## src/rtl/fp_sign_pkg.sv

```systemverilog
// Shared types and constants for the shared IEEE-754 sign datapath and its arbiter.
package fp_sign_pkg;

    // Sign operation selected by each requester
    typedef enum logic [1:0] {
        OP_PASS = 2'b00,
        OP_NEG  = 2'b01,
        OP_ABS  = 2'b10,
        OP_NABS = 2'b11
    } sign_op_e;

    localparam int FP_W        = 32;
    localparam int FP_SIGN_BIT = 31;

    // Accepted-request counter width and its saturation value
    localparam int              CNT_W   = 16;
    localparam logic [CNT_W-1:0] CNT_MAX = '1;

endpackage : fp_sign_pkg

```

## src/rtl/fp_sign_unit.sv

```systemverilog
// Combinational single-precision sign manipulation: only bit 31 is touched,
// bits 30:0 pass through, with no special handling of NaN/Inf/zero/denormals.
module fp_sign_unit
    import fp_sign_pkg::*;
(
    input  logic [FP_W-1:0] inputA,
    input  sign_op_e        op,
    output logic [FP_W-1:0] out
);

    // Rewrite the sign bit according to the opcode
    always_comb begin
        out = inputA;
        case (op)
            OP_PASS: out[FP_SIGN_BIT] = inputA[FP_SIGN_BIT];
            OP_NEG:  out[FP_SIGN_BIT] = ~inputA[FP_SIGN_BIT];
            OP_ABS:  out[FP_SIGN_BIT] = 1'b0;
            OP_NABS: out[FP_SIGN_BIT] = 1'b1;
            default: out[FP_SIGN_BIT] = inputA[FP_SIGN_BIT];
        endcase
    end

endmodule : fp_sign_unit

```

## src/rtl/fp_sign_arbiter.sv

```systemverilog
// Round-robin arbiter sharing one fp_sign_unit among NUM_REQ requesters.
// A single registered, back-pressured result slot is tagged with the
// requester index; a consume and a new accept may happen in the same cycle.
module fp_sign_arbiter
    import fp_sign_pkg::*;
#(
    parameter int NUM_REQ = 4,
    parameter int ID_W    = $clog2(NUM_REQ)
) (
    input  logic                          clk,
    input  logic                          rst_n,
    input  logic [NUM_REQ-1:0]            req_valid,
    output logic [NUM_REQ-1:0]            req_ready,
    input  logic [NUM_REQ-1:0][FP_W-1:0]  req_data,
    input  logic [NUM_REQ-1:0][1:0]       req_op,
    output logic                          rsp_valid,
    input  logic                          rsp_ready,
    output logic [FP_W-1:0]               rsp_data,
    output logic [ID_W-1:0]               rsp_id,
    output logic [CNT_W-1:0]              op_count
);

    // Architectural state
    logic              r_rsp_valid;
    logic [FP_W-1:0]   r_rsp_data;
    logic [ID_W-1:0]   r_rsp_id;
    logic [ID_W-1:0]   r_rr_ptr;
    logic [CNT_W-1:0]  r_op_count;

    // Grant and datapath nets
    logic              w_slot_free;
    logic              w_gnt_any;
    logic [ID_W-1:0]   w_gnt_idx;
    logic              w_handshake;
    logic [ID_W-1:0]   w_ptr_nxt;
    logic [FP_W-1:0]   w_sel_data;
    sign_op_e          w_sel_op;
    logic [FP_W-1:0]   w_unit_out;

    // The result slot can take a new value if empty or being drained this cycle
    assign w_slot_free = !r_rsp_valid || rsp_ready;

    // Find the first valid requester at or after rr_ptr, wrapping modulo NUM_REQ
    always_comb begin : grant_search
        int unsigned v_idx;
        w_gnt_any = 1'b0;
        w_gnt_idx = '0;
        v_idx     = 0;
        for (int k = 0; k < NUM_REQ; k++) begin
            v_idx = int'(r_rr_ptr) + k;
            if (v_idx >= NUM_REQ) begin
                v_idx = v_idx - NUM_REQ;
            end
            if (!w_gnt_any && req_valid[ID_W'(v_idx)]) begin
                w_gnt_any = 1'b1;
                w_gnt_idx = ID_W'(v_idx);
            end
        end
    end

    // One-hot ready for the granted requester; forced low in reset or on stall
    always_comb begin
        req_ready = '0;
        if (rst_n && w_slot_free && w_gnt_any) begin
            req_ready[w_gnt_idx] = 1'b1;
        end
    end

    assign w_handshake = rst_n && w_slot_free && w_gnt_any;

    // Pointer advances to the slot after the winner
    assign w_ptr_nxt = (w_gnt_idx == ID_W'(NUM_REQ - 1)) ? '0 : w_gnt_idx + 1'b1;

    // Operand mux in front of the single shared sign unit
    assign w_sel_data = req_data[w_gnt_idx];
    assign w_sel_op   = sign_op_e'(req_op[w_gnt_idx]);

    fp_sign_unit u_sign_unit (
        .inputA (w_sel_data),
        .op     (w_sel_op),
        .out    (w_unit_out)
    );

    // Result slot, round-robin pointer and saturating accept counter
    always_ff @(posedge clk) begin
        if (!rst_n) begin
            r_rsp_valid <= 1'b0;
            r_rsp_data  <= '0;
            r_rsp_id    <= '0;
            r_rr_ptr    <= '0;
            r_op_count  <= '0;
        end else begin
            if (w_handshake) begin
                r_rsp_valid <= 1'b1;
                r_rsp_data  <= w_unit_out;
                r_rsp_id    <= w_gnt_idx;
                r_rr_ptr    <= w_ptr_nxt;
                if (r_op_count != CNT_MAX) begin
                    r_op_count <= r_op_count + 1'b1;
                end
            end else if (rsp_ready) begin
                r_rsp_valid <= 1'b0;
            end
        end
    end

    assign rsp_valid = r_rsp_valid;
    assign rsp_data  = r_rsp_data;
    assign rsp_id    = r_rsp_id;
    assign op_count  = r_op_count;

endmodule : fp_sign_arbiter
```

## config.mk

```make
export PLATFORM = sky130hd
export DESIGN_NAME = fp_sign_arbiter
export DESIGN_NICKNAME = d
export VERILOG_FILES = /design/src/rtl/fp_sign_pkg.sv /design/src/rtl/fp_sign_unit.sv /design/src/rtl/fp_sign_arbiter.sv
export SDC_FILE = /design/constraint.sdc
export NUM_CORES = 1
export LEC_CHECK = 0
export CAP_MARGIN = 20
export CORE_ASPECT_RATIO = 0.7
export CORE_MARGIN = 3
export CORE_UTILIZATION = 41
export DETAILED_ROUTE_END_ITERATION = 8
export MAX_ROUTING_LAYER = met4
export PLACE_DENSITY_LB_ADDON = 0.2
export SYNTH_ARGS = -nofsm -noshare
export SYNTH_HDL_FRONTEND = slang
export SYNTH_SLANG_ARGS = --single-unit
```

## constraint.sdc

```tcl
create_clock -name clk -period 4.7 [get_ports clk]
set_input_delay 0.705 -clock clk [delete_from_list [all_inputs] [get_ports clk]]
set_output_delay 0.705 -clock clk [all_outputs]
set_load 0.02 [all_outputs]
```

After elaboration in Yosys (flattened, before gate mapping)
Cells that the tools add are included.
{"block": "op_classes", "n_addsub": 9, "magnitude_cmp": 10, "n_eq_ne": 5, "n_mux": 31, "n_bitwise": 1, "reduce_logical": 14}
{"cell": "$bmux W32 S2", "count": 1}
{"cell": "$mux W32", "count": 1}
{"cell": "$mux W2", "count": 10}
{"cell": "$add A16 B1 Y16 const B", "count": 1}
{"cell": "$ne A16 B16 Y1 const B", "count": 1}
{"cell": "$lt A2 B3 Y1 const B", "count": 5}
{"cell": "$mux W1", "count": 11}
{"cell": "$ge A3 B3 Y1 const B", "count": 3}
{"cell": "$bmux W1 S2", "count": 4}
{"cell": "$sub A2 B1 Y2 const B", "count": 4}
{"cell": "$add A2 B2 Y3 const B", "count": 2}
{"cell": "$eq A2 B2 Y1 const B", "count": 3}
{"cell": "$logic_and A1 B1 Y1", "count": 6}
{"cell": "$bmux W2 S2", "count": 1}
{"cell": "$logic_not A1 Y1", "count": 4}
{"cell": "$mux W4", "count": 1}
{"cell": "$pmux W1 S4", "count": 1}
{"cell": "$add A2 B1 Y3 const B", "count": 1}
{"cell": "$ge A2 B3 Y1 const B", "count": 1}
{"cell": "$add A2 B1 Y2 const B", "count": 1}
{"cell": "$demux W1 S2", "count": 1}
{"cell": "$eq A2 B1 Y1 const B", "count": 1}
{"cell": "$ge A2 B1 Y1 const B", "count": 1}
{"cell": "$logic_not A2 Y1", "count": 1}
{"cell": "other kinds (4)", "count": 4}
{"block": "totals", "reg_bits": 53, "out_inout_bits": 55, "word_cells": 75}

Logic depth before layout (Yosys ltp)
Gate-level depths: netlist of run 1.
{"block": "logic_depth", "word_depth": 19, "depth_mapped": 8, "mapped_depth_nobuf": 6}

By module
Synthesis of run 1 repeated with hierarchy kept, for this count alone.
{"block": "hier_totals", "cells_unflattened": 495, "area_unflattened_um2": 3450.8}
{"mod": "fp_sign_arbiter", "instances": 1, "cells_each": 462, "area_each_um2": 3188.1, "seq_area_each_um2": 1061.0}
{"mod": "fp_sign_unit", "instances": 1, "cells_each": 33, "area_each_um2": 262.8, "seq_area_each_um2": 0.0}

Least setup slack after synthesis of run 1
OpenSTA, ideal clock, no wires.
{"block": "synth_timing", "path_kind": "input to output", "start": "input req_valid[0]", "end": "output req_ready[0]", "t_arrival_ns": 2.148, "path_slack_ns": 1.847, "cell_stages": 8, "path_buffers": 2, "path_cell_list": "nor2b_4 -> or4_4 -> buf_6 -> nand2_4 -> inv_4 -> buf_6 -> ha_1 -> and3_1"}
{"block": "synth_between", "elab_chain_len": 17}
{"element": "from (decl)", "line": "fp_sign_arbiter.sv:12", "source": "input logic [NUM_REQ-1:0] req_valid,"}
{"element": "$bmux W1 S2", "line": "fp_sign_arbiter.sv:54", "source": "if (!w_gnt_any && req_valid[ID_W'(v_idx)]) begin"}
{"element": "$mux W1 (not written as such)", "line": "fp_sign_arbiter.sv:54"}
{"element": "$mux W1", "line": "fp_sign_arbiter.sv:54"}
{"element": "$logic_not A1 Y1", "line": "fp_sign_arbiter.sv:54"}
{"element": "$logic_and A1 B1 Y1", "line": "fp_sign_arbiter.sv:54"}
{"element": "$mux W1", "line": "fp_sign_arbiter.sv:54"}
{"element": "$logic_not A1 Y1", "line": "fp_sign_arbiter.sv:54"}
{"element": "$logic_and A1 B1 Y1", "line": "fp_sign_arbiter.sv:54"}
{"element": "[... 2 more ...]"}
{"element": "$logic_and A1 B1 Y1", "line": "fp_sign_arbiter.sv:54"}
{"element": "$mux W2 (*)", "line": "fp_sign_arbiter.sv:54"}
{"element": "net w_gnt_idx[0]", "line": "fp_sign_arbiter.sv:33", "source": "logic [ID_W-1:0] w_gnt_idx;"}
{"element": "$lt A2 B3 Y1 (not written as such) / $ge A2 B1 Y1 (equally long branches)", "line": "fp_sign_arbiter.sv:65", "source": "req_ready[w_gnt_idx] = 1'b1;"}
{"element": "$logic_and A1 B1 Y1 (not written as such)", "line": "fp_sign_arbiter.sv:65"}
{"element": "$mux W1 (not written as such)", "line": "fp_sign_arbiter.sv:65"}
{"element": "$demux W1 S2 (*)", "line": "fp_sign_arbiter.sv:65"}
{"element": "$mux W4 (*)", "line": "fp_sign_arbiter.sv:64", "source": "if (rst_n && w_slot_free && w_gnt_any) begin"}
{"element": "to (decl)", "line": "fp_sign_arbiter.sv:13", "source": "output logic [NUM_REQ-1:0] req_ready,"}
The timed path passes the listed nets; every way through them passes the cells marked *. The select of a mux whose other input is x is not followed.

Final worst setup path of run 1
Same ends and word-level chain as after synthesis.

==> reports/results.txt, run 1 <==
Die area: 9236 um2
Aggregate global-route resource usage: 26.49%
Post-CTS setup buffer count: 0
Root Driver: clkbuf_16
H-tree depth: 2
DP Worst Slack: 0.6627 ns
Placeable Area: 7580 um2
Setup crit start kind: input port
Vias: 3845
CTS Hold Bufs: 0
Global-route wire length before repair: 19090 um
Die Span Y: 81.31 um
Syn_nets: 548
Area growth syn-to-layout: 65.84%
DR WL/cell: 18.22 um
Clk_lat worst skew: 0.29 ns
Final Skew: 0.008955 ns
Port Buffers: 197
Seq cells post-synth: 53
Num CTS Buffers: 5
1st-pass router iterations: 5
Seq/Total Area, Yosys: 31.94%
Synth Instances: 400
Nets: 724
Die W: 113.6 um
Design area: 5509 um2
Post-route DRC: 0
Clk sinks: 53
Largest fanout on the critical path: 34
Pins over their slew limit: 0
Ys flop type: dfxtp_1
Syn Area/Cell: 8.305 um2
Initial antenna violation count: 0
Max rail drop VDD: 0.2094 mV
Worst endpoint data arrival time: 3.35 ns
Final HPWL DP: 9042 um
CP required: 3.99 ns
Antenna viol nets, final: 0
Initial Util: 43.83%
Total negative setup slack: 0 ns
LEAKAGE: 2.142 nW
Endpoints failing hold: 0
Wirelength, routed: 12300 um
Pwr dens: 304.0 nW/um2
Fraction of layout cells with a size suffix above 1: 4.333%
Ports: 198
Final WS setup: 0.6405 ns
CP Capture Type: output pin
Final setup viols: 0
FFs w/ async S/R, synth: 0%
Vias/cell: 5.696
Fin util: 72.68%
Outcome: finished clean
Worst-path clk slew: 0.07 ns
Post-CTS sizing: 0
Post-synth EDFFs: 0
Final period utilization: 86.37%
Largest net degree at the start of global routing: 35
Max-cap violations: 0
FMAX: 0.2463 GHz
Placer's final routability congestion estimate: 0.8902
Number of global-route vias before repair: 3815
Slew of the pin with the lowest slew margin: 1.175 ns
Row cnt: 26
CTS tree: yes
First-iteration detailed-routing DRC count: 284
Post-Syn Area: 3322 um2
Diode count: 0
Setup repair after global routing missed its margin: false
Fin crit period: 4.059 ns
Slew HR: 21.67%
Cell Area, Placed: 5319 um2
Synth Warn #: 0
Type of the most critical hold path: flop to flop
Setup Crit Path Kind: input port to output pin
Unique masters post-synth: 46
Gr ovfl total: 0
Bufs on Longest Clock Path: 2
[synth_stat cells, types with 2 or more instances]
master	number	area, um2
mux2i_1	40	400.4
o211ai_1	32	240.2
nand3_1	44	220.2
a211o_1	31	271.5
nor3_1	2	10.01
o21ai_1	3	15.01
and2_1	2	12.51
and3_1	8	50.05
nor4_1	2	12.51
a21oi_1	9	45.04
inv_1	9	33.78
buf_2	7	35.03
nand2b_1	4	25.02
o21ai_0	33	165.2
nor2b_1	3	18.77
clkbuf_1	15	56.30
dfxtp_1	53	1061
buf_6	4	45.04
nand4_1	4	25.02
nor2_1	10	37.54
buf_4	3	22.52
ha_1	5	62.56
nand2_1	43	161.4
buf_1	5	18.77
a21o_1	3	22.52
xnor2_1	6	52.55
[worst paths after layout]
kind,start,end,slack (ns),cells after the start
hold / removal,rsp_id[1],rsp_id[1],0.45,2
hold reg to reg,rsp_id[1],rsp_id[1],0.45,2
setup reg to reg,r_rr_ptr[1],rsp_data[3],2.18,6
setup / recovery,req_valid[0],req_ready[0],0.64,8
[worst max-delay path: stages]
cell	delay [ns]
clkdlybuf4s50_1	0.54
nor2b_4	0.20
or4_4	0.73
nand2_4	0.20
inv_4	0.07
ha_1	0.19
and3_1	0.16
clkdlybuf4s50_1	0.55
[stage by stage]
| stage | power, W | std cells | hold slack [ns] |
|---|---|---|---|
| final | 0.001675 | 675 | 0.4535 |
| after global routing | 0.001753 | 675 | 0.4852 |
| after CTS | 0.001682 | 675 | 0.4592 |
| after detailed placement | 0.001208 | 667 | 0.4459 |
| after global placement | 0.001190 | 667 | 0.4361 |
| after floorplan | 0.0009026 | 400 | 0.5188 |
[cell families (layout without fill, tap and decap cells)]
group                      count (synthesis)  after routing  share of synthesized area [%]
adders and majority gates                  5              5                          1.883
xor gates and xnor gates                   6              6                          1.582
buffers and inverters                     44            221                          6.553
AOI/OAI and AO/OA                        122            122                          25.95
muxes                                     40             40                          12.05
DFF                                       53             53                          31.94
and+or+nand+nor                          130            130                          20.04
[flip-flops by register name, summed over array words and instances, names as in the netlist]
signal     count
rsp_data      32
op_count      16
r_rr_ptr       2
rsp_id         2
rsp_valid      1
[cells in the final DEF, fill, tap and decap left out, drive strengths merged, types with 2 or more instances in the layout]
master and count:
a211o 31, a21o 3, a21oi 9, and2 2
and3 8, buf 6, bufinv 2, clkbuf 5
clkdlybuf4s50 197, dfxtp 53, ha 5, inv 10
mux2i 40, nand2 44, nand2b 4, nand3 45
nand4 4, nor2 11, nor2b 4, nor3 2
nor4 3, o211ai 32, o21ai 36, or4 2
xnor2 6
[metal layers]
layer	vias up	track usage, %	routed length [um]
li1	1830	-	-
met2	191	43.65	6018
met1	1818	33.78	5155
met4	0	5.402	65
met3	6	5.733	1058
met5	-	-	0
[report_power, final]
part | switching, W | internal (W) | total, W | leakage [nW]
Clock | 0.000171 | 0.000305 | 0.000476 | 0.0938
Sequential | 0.0000388 | 0.000507 | 0.000546 | 0.436
Combinational | 0.000322 | 0.000330 | 0.000653 | 1.61
Total | 0.000532 | 0.00114 | 0.00167 | 2.14
[area by class of cell]
type | count | area [um2]
inverter | 10 | 40.04
fill | 578 | 2071
timing repair buffer | 203 | 2017
tap | 98 | 122.6
clock inverter | 3 | 65.06
clock buffer | 5 | 125.1
sequential | 53 | 1061
multi-input combinational | 303 | 2078
Power figures use the tool's default switching activity.
==> inputs of run 2 (changes only) <==
ABC_AREA = 1   (was default)
CORE_UTILIZATION = 44   (was 41)
CTS_CLUSTER_DIAMETER = 30   (was default)
==> run 2 against run 1 <==
Against the previous run: count of clock-buffer cells in the layout increased by 1; power increased by 98%; global-route usage decreased by 0.87 points; synthesized area increased by 18%; first-iteration DRC count increased by 2.1%; flip-flop and latch count unchanged; largest cell class unchanged; cell area increased by 9.9%; sequential share of layout area decreased by 1.7 points; clock power decreased by 13%.
==> reports/results.txt, run 2 <==
Largest net degree at the start of global routing: 52 (+49%)
Final setup viols: 0 (unchanged)
CTS tree: yes
Clk_lat worst skew: 0.28 ns (about the same)
Die area: 10100 um2 (+9.4%)
Commonest non-fill, non-tap cells in the layout: nand2_1, clkdlybuf4s50_1, inv_1
Initial Util: 45.89% (+2.1 points)
Ports: 198 (unchanged)
Port Buffers: 197 (unchanged)
Post-synth EDFFs: 0 (unchanged)
FFs w/ async S/R, synth: 0% (unchanged)
FMAX: 0.2351 GHz (-4.6%)
Row cnt: 28 (+7.7%)
Area of the multi-input gates: 2295 um2 (+10%)
First-iteration detailed-routing DRC count: 290 (+2.1%)
Most numerous cell in the Yosys netlist: nand2_1
Antenna viol nets, final: 0 (unchanged)
Commonest non-fill, non-tap cell in the layout: nand2_1
Post-synth top cells: nand2_1, inv_1, nand3_1
Syn_nets: 810 (+48%)
Top post-synthesis cells by area: dfxtp_1, nand2_1, inv_1, nand3_1, nor2_1
Max reg flops: 32 (unchanged)
Root Driver: clkbuf_16
Max-cap violations: 0 (unchanged)
Unique masters post-synth: 30 (-35%)
Total Power: 0.003323 W (+98%)
Diode count: 0 (unchanged)
Type of the most critical hold path: flop to flop
Synth Warn #: 0 (unchanged)
Share of the synthesized area in the top cell type: 27.05% (-4.9 points)
Worst endpoint data arrival time: 3.55 ns (+0.20 ns)
Seq cells post-synth: 53 (unchanged)
Outcome: finished clean
Gr ovfl total: 0 (unchanged)
Final HPWL DP: 9849 um (+8.9%)
Post-CTS setup buffer count: 0 (unchanged)
CP required: 3.99 ns (about the same)
Placeable Area: 8548 um2 (+13%)
Slowest stage cell, crit path: clkdlybuf4s50_1
Number of global-route vias before repair: 4465 (+17%)
Worst path bufs/invs: 5 (+2)
CP Capture Type: output pin
Setup Crit Path Kind: input port to output pin
Slew HR: 63.24% (+42 points)
LEAKAGE: 2.778 nW (+30%)
Bufs on Longest Clock Path: 2 (unchanged)
Nets: 985 (+36%)
Syn Area/Cell: 5.925 um2 (-29%)
Die W: 118.9 um (+4.6%)
Clk sinks: 53 (unchanged)
Total negative setup slack: 0 ns (unchanged)
Worst-path clk slew: 0.07 ns (about the same)
Global-route wire length before repair: 21270 um (+11%)
Setup repair after global routing missed its margin: false
Wirelength, routed: 12910 um (+5.0%)
Slowest stage delay, CP: 0.62 ns (-0.11 ns)
Slew of the pin with the lowest slew margin: 0.5515 ns (-0.6235 ns)
Synth Instances: 662 (+66%)
Largest fanout on the critical path: 50 (+47%)
Max rail drop VDD: 0.4749 mV (+130%)
Final period utilization: 90.49% (+4.1 points)
Seq/Total Area, Yosys: 27.05% (-4.9 points)
Post-route DRC: 0 (unchanged)
H-tree depth: 2 (unchanged)
Setup crit start kind: input port
Pins over their slew limit: 0 (unchanged)
Pwr dens: 548.9 nW/um2 (+81%)
Placer's final routability congestion estimate: 0.8968 (+0.74%)
FF+latch area: 1061 um2 (unchanged)
CTS Hold Bufs: 0 (unchanged)
Crit-path cells: clkdlybuf4s50_1 -> inv_1 -> nand2_1 -> nand3_2 -> nand2_2 -> nor2_4 -> nand3_4 -> nand3_4 -> buf_4 -> ha_1 -> inv_1 -> nor2_1 -> clkdlybuf4s50_1
Post-Syn Area: 3923 um2 (+18%)
Endpoints failing hold: 0 (unchanged)
1st-pass router iterations: 7 (+2)
Fin crit period: 4.253 ns (+0.1936 ns)
Post-CTS sizing: 0 (unchanged)
Die Span Y: 85.00 um (+4.5%)
Yosys top cell by area: dfxtp_1
Num CTS Buffers: 5 (unchanged)
Hold_ws: 0.4746 ns (+0.02111 ns)
Area growth syn-to-layout: 54.35%
Filler cells: 757 (+31%)
Initial antenna violation count: 0 (unchanged)
Vias/cell: 5.024 (-12%)
Aggregate global-route resource usage: 25.62% (-0.87 points)
Vias: 4813 (+25%)
CP delay by family, top: buffers and inverters
Fin util: 70.83% (-1.9 points)
Ys flop type: dfxtp_1
Fraction of layout cells with a size suffix above 1: 4.893% (+0.56 points)
Final Skew: 0.008127 ns (-0.0008282 ns)
DR WL/cell: 13.48 um (-26%)
-- run 2: changes by cell type after synthesis, sizes merged, moves of 9 or more --
cell	before	now
nand2	44	247
inv	10	91
mux2i	40	0
nor2	11	51
a211o	31	0
nand4	4	28
nand3	45	62
o21ai	36	21
o211ai	32	20
buf	19	30
a21oi	9	18
-- run 2: power by group --
part	switching, W	total (W)	internal (W)	leakage [nW]
logic	0.00138	0.00223	0.000848	2.26
clock network	0.000162	0.000415	0.000253	0.0810
registers	0.0000883	0.000677	0.000589	0.436
total	0.00163	0.00332	0.00169	2.78
-- run 2: path summary, 6_finish.rpt --
kind | start | end | slack (ns) | cells past startpoint
max | req_valid[1] | req_ready[2] | 0.45 | 13
min | rsp_data[31] | rsp_data[31] | 0.47 | 2
max reg2reg | r_rr_ptr[0] | rsp_data[17] | 1.48 | 12
min reg2reg | rsp_data[31] | rsp_data[31] | 0.47 | 2
-- run 2: final cells by class --
class,count,area share [%]
Multi-Input combinational cell,480,37.90
Clock buffer,6,2.129
Tap cell,120,2.480
Sequential cell,53,17.52
Inverter,91,5.642
Timing Repair Buffer,206,33.68
Clock inverter,2,0.6406
-- run 2: worst min-delay path, delay by kind of cell, from the launching register on --
family	cells	cell delay [ns]
simple gates	2	0.12
flops	1	0.31
-- run 2: kinds of logic after synthesis --
kind of cell	Yosys count	share of synthesized area, %
adder cells (fa/ha/maj)	5	1.595
AND/OR/NAND/NOR	405	45.55
AO/OA/AOI/OAI	59	8.899
flip-flops	53	27.05
XOR/XNOR	11	2.456
buffers and inverters	129	14.45
-- run 2: metrics by stage --
stage	cells	setup WS (ns)	cell area, um2
global placement	950	0.5855	5887
finish	958	0.4470	6055
detailed placement	950	0.4649	5887
floorplan	662	1.886	3923
CTS	958	0.4520	6055
global route	958	0.2381	6055
-- run 2: per-layer routing --
layer / up-vias / track usage (%) / wire, um
met5: - / - / 0
met3: 14 / 4.397 / 833
met1: 2185 / 32.30 / 5675
met4: 0 / 4.311 / 140
li1: 2433 / - / -
met2: 181 / 44.07 / 6262
==> inputs of run 3 (changes only) <==
RECOVER_POWER = 100   (was default)
==> run 3 against run 2 <==
Against the previous run: worst hold slack is essentially flat; the run now ends with max-capacitance violations, max-slew violations left; utilization shrank 0.40 points; clock power is essentially flat; critical endpoint unchanged; count of clock-buffer cells in the layout is the same; sequential share of layout area grew 0.098 points; non-clock buffer count is the same; final cell count is the same.
==> reports/results.txt, run 3 (synthesis results as in run 2) <==
FMAX: 0.2304 GHz (-2.0%)
Max-cap violations: 1 (+1)
CTS Hold Bufs: 0 (unchanged)
Post-route DRC: 0 (unchanged)
Bufs on Longest Clock Path: 2 (unchanged)
Clk_lat worst skew: 0.28 ns (about the same)
Reg2reg path depth: 13 (+1)
Final setup viols: 0 (unchanged)
R2R Setup Slk: 0.56 ns (-0.92 ns)
Slew HR: -18.60% (-82 points)
Global-route wire length before repair: 21270 um (unchanged)
Clk sinks: 53 (unchanged)
LEAKAGE: 2.907 nW (+4.6%)
CP Depth: 13 (unchanged)
Type of the most critical hold path: flop to flop
Nets: 985 (unchanged)
Worst Hold Path Cells: 2 (unchanged)
Vias: 4769 (-0.91%)
Commonest non-fill, non-tap cell in the layout: nand2_1
Total negative setup slack: 0 ns (unchanged)
Outcome: finished with violations
Sequential share of power: 20.6% (+0.2 points)
Fin crit period: 4.340 ns (+0.08713 ns)
Post-CTS setup buffer count: 0 (unchanged)
Pwr dens: 541.7 nW/um2 (-1.3%)
Switch share: 49.64% (+0.49 points)
CP required: 3.99 ns (about the same)
FF+latch area: 1061 um2 (unchanged)
Clock Power Share: 12.7% (+0.2 points)
Slew of the pin with the lowest slew margin: 1.779 ns (+1.228 ns)
Failing checks: max-capacitance violations, max-slew violations
Die Span Y: 85.00 um (unchanged)
Initial antenna violation count: 0 (unchanged)
Crit-path cells: clkdlybuf4s50_1 -> inv_1 -> nand2_1 -> nand3_2 -> nand2_2 -> nor2_4 -> nand3_4 -> nand3_1 -> clkbuf_4 -> ha_1 -> inv_1 -> nor2_1 -> clkdlybuf4s50_1
CTS tree: yes
Final HPWL DP: 9849 um (unchanged)
Combinational cell fraction of total power: 66.7% (-0.4 points)
Setup repair after global routing missed its margin: false
Final period utilization: 92.34% (+1.9 points)
Cell internal pwr: 0.001642 W (-2.8%)
Max reg flops: 32 (unchanged)
CP Capture Type: output pin
Final Skew: 0.008903 ns (+0.0007764 ns)
Fraction of layout cells with a size suffix above 1: 4.177% (-0.72 points)
Vias/cell: 4.978 (-0.91%)
Setup crit start kind: input port
Worst reg2reg endpoint: op_count[6]
Commonest non-fill, non-tap cells in the layout: nand2_1, clkdlybuf4s50_1, inv_1
Area of the multi-input gates: 2267 um2 (-1.2%)
Slowest stage delay, CP: 0.62 ns (about the same)
R2r startpoint: r_rr_ptr[0]
Crit path capture: req_ready[2]
Worst-path clk slew: 0.07 ns (about the same)
Root Driver: clkbuf_16
Row cnt: 28 (unchanged)
Initial Util: 45.89% (unchanged)
First-iteration detailed-routing DRC count: 279 (-3.8%)
H-tree depth: 2 (unchanged)
Largest fanout on the critical path: 50 (unchanged)
1st-pass router iterations: 5 (-2)
Slowest stage cell, crit path: clkdlybuf4s50_1
Endpoints failing hold: 0 (unchanged)
Max rail drop VDD: 0.4696 mV (-1.1%)
Worst endpoint data arrival time: 3.64 ns (+0.09 ns)
Wirelength, routed: 12850 um (-0.46%)
Num CTS Buffers: 5 (unchanged)
Pins over their slew limit: 46 (+46)
Setup Crit Path Kind: input port to output pin
Crit. Startpoint: req_valid[1]
Hold_ws: 0.4742 ns (-0.0004760 ns)
Area growth syn-to-layout: 53.49%
Worst path bufs/invs: 5 (unchanged)
Port Buffers: 197 (unchanged)
Switch Pwr: 0.001619 W (-0.87%)
Placeable Area: 8548 um2 (unchanged)
Aggregate global-route resource usage: 25.62% (unchanged)
Ports: 198 (unchanged)
Number of global-route vias before repair: 4465 (unchanged)
Filler cells: 766 (+1.2%)
Diode count: 0 (unchanged)
Placer's final routability congestion estimate: 0.8968 (unchanged)
CP delay by family, top: buffers and inverters
Die area: 10100 um2 (unchanged)
DR WL/cell: 13.42 um (-0.46%)
Largest net degree at the start of global routing: 52 (unchanged)
Antenna viol nets, final: 0 (unchanged)
Post-CTS sizing: 0 (unchanged)
Gr ovfl total: 0 (unchanged)
Die W: 118.9 um (unchanged)
run 3: changes by cell type in the layout (fill, tap and decap cells not counted), sizes merged:
cell	change
buf	-3
dlygate4sd3	+52
clkbuf	+3
clkdlybuf4s50	-52
run 3: area by class of cell:
type | instances | share of cell area, %
multi-input combinational | 480 | 37.66
timing repair buffer | 206 | 33.77
sequential | 53 | 17.62
inverter | 91 | 5.673
tap | 120 | 2.494
clock buffer | 6 | 2.140
clock inverter | 2 | 0.6442
run 3: how the worst min path moves through the flow:
stage / startpoint / to / slack [ns]
finish: rsp_data[31] / rsp_data[31] / 0.47
global route: rsp_data[26] / rsp_data[26] / 0.50
CTS: rsp_data[31] / rsp_data[31] / 0.48
detailed placement: rsp_data[31] / rsp_data[31] / 0.47
global placement: op_count[4] / op_count[4] / 0.45
floorplan: op_count[4] / op_count[4] / 0.53
run 3: worst reg2reg max path, cell delays in order (launching register included):
cell and delay, ns:
dfxtp_1 0.60, inv_2 0.18, nand2_1 0.11, nand2_2 0.10, nor2_1 0.15, nor2_2 0.07
nand3_4 0.25, nand2_1 0.22, clkbuf_2 0.65, nor2_1 1.04, inv_2 0.28, nor2_1 0.21
nor2_1 0.06, nor3_1 0.13
run 3: stage by stage:
stage	power (W)	utilization, %	setup WS (ns)	instance area, um2	cells
floorplan	0.002310	-	1.886	3923	662
CTS	0.003337	70.83	0.4520	6055	958
global placement	0.002843	68.87	0.5855	5887	950
finish	0.003261	70.43	0.3599	6021	958
global route	0.003574	70.43	0.1223	6021	958
detailed placement	0.002908	68.87	0.4649	5887	950
run 3: layer usage:
metal / vias up / global-route usage, % / wire length [um]
met5: - / - / 0
met4: 0 / 4.311 / 128
met3: 10 / 4.397 / 814
met2: 168 / 44.07 / 6278
met1: 2162 / 32.30 / 5630
li1: 2429 / - / -
run 3: power groups by stage:
stage | registers [W] | clock network (W) | logic (W)
6_report | 0.000671 | 0.000415 | 0.00218
4_1_cts | 0.000677 | 0.000424 | 0.00224
5_1_grt | 0.000690 | 0.000444 | 0.00244
3_3_place_gp | 0.000676 | 0 | 0.00217
3_5_place_dp | 0.000685 | 0 | 0.00222
2_1_floorplan | 0.000818 | 0 | 0.00149
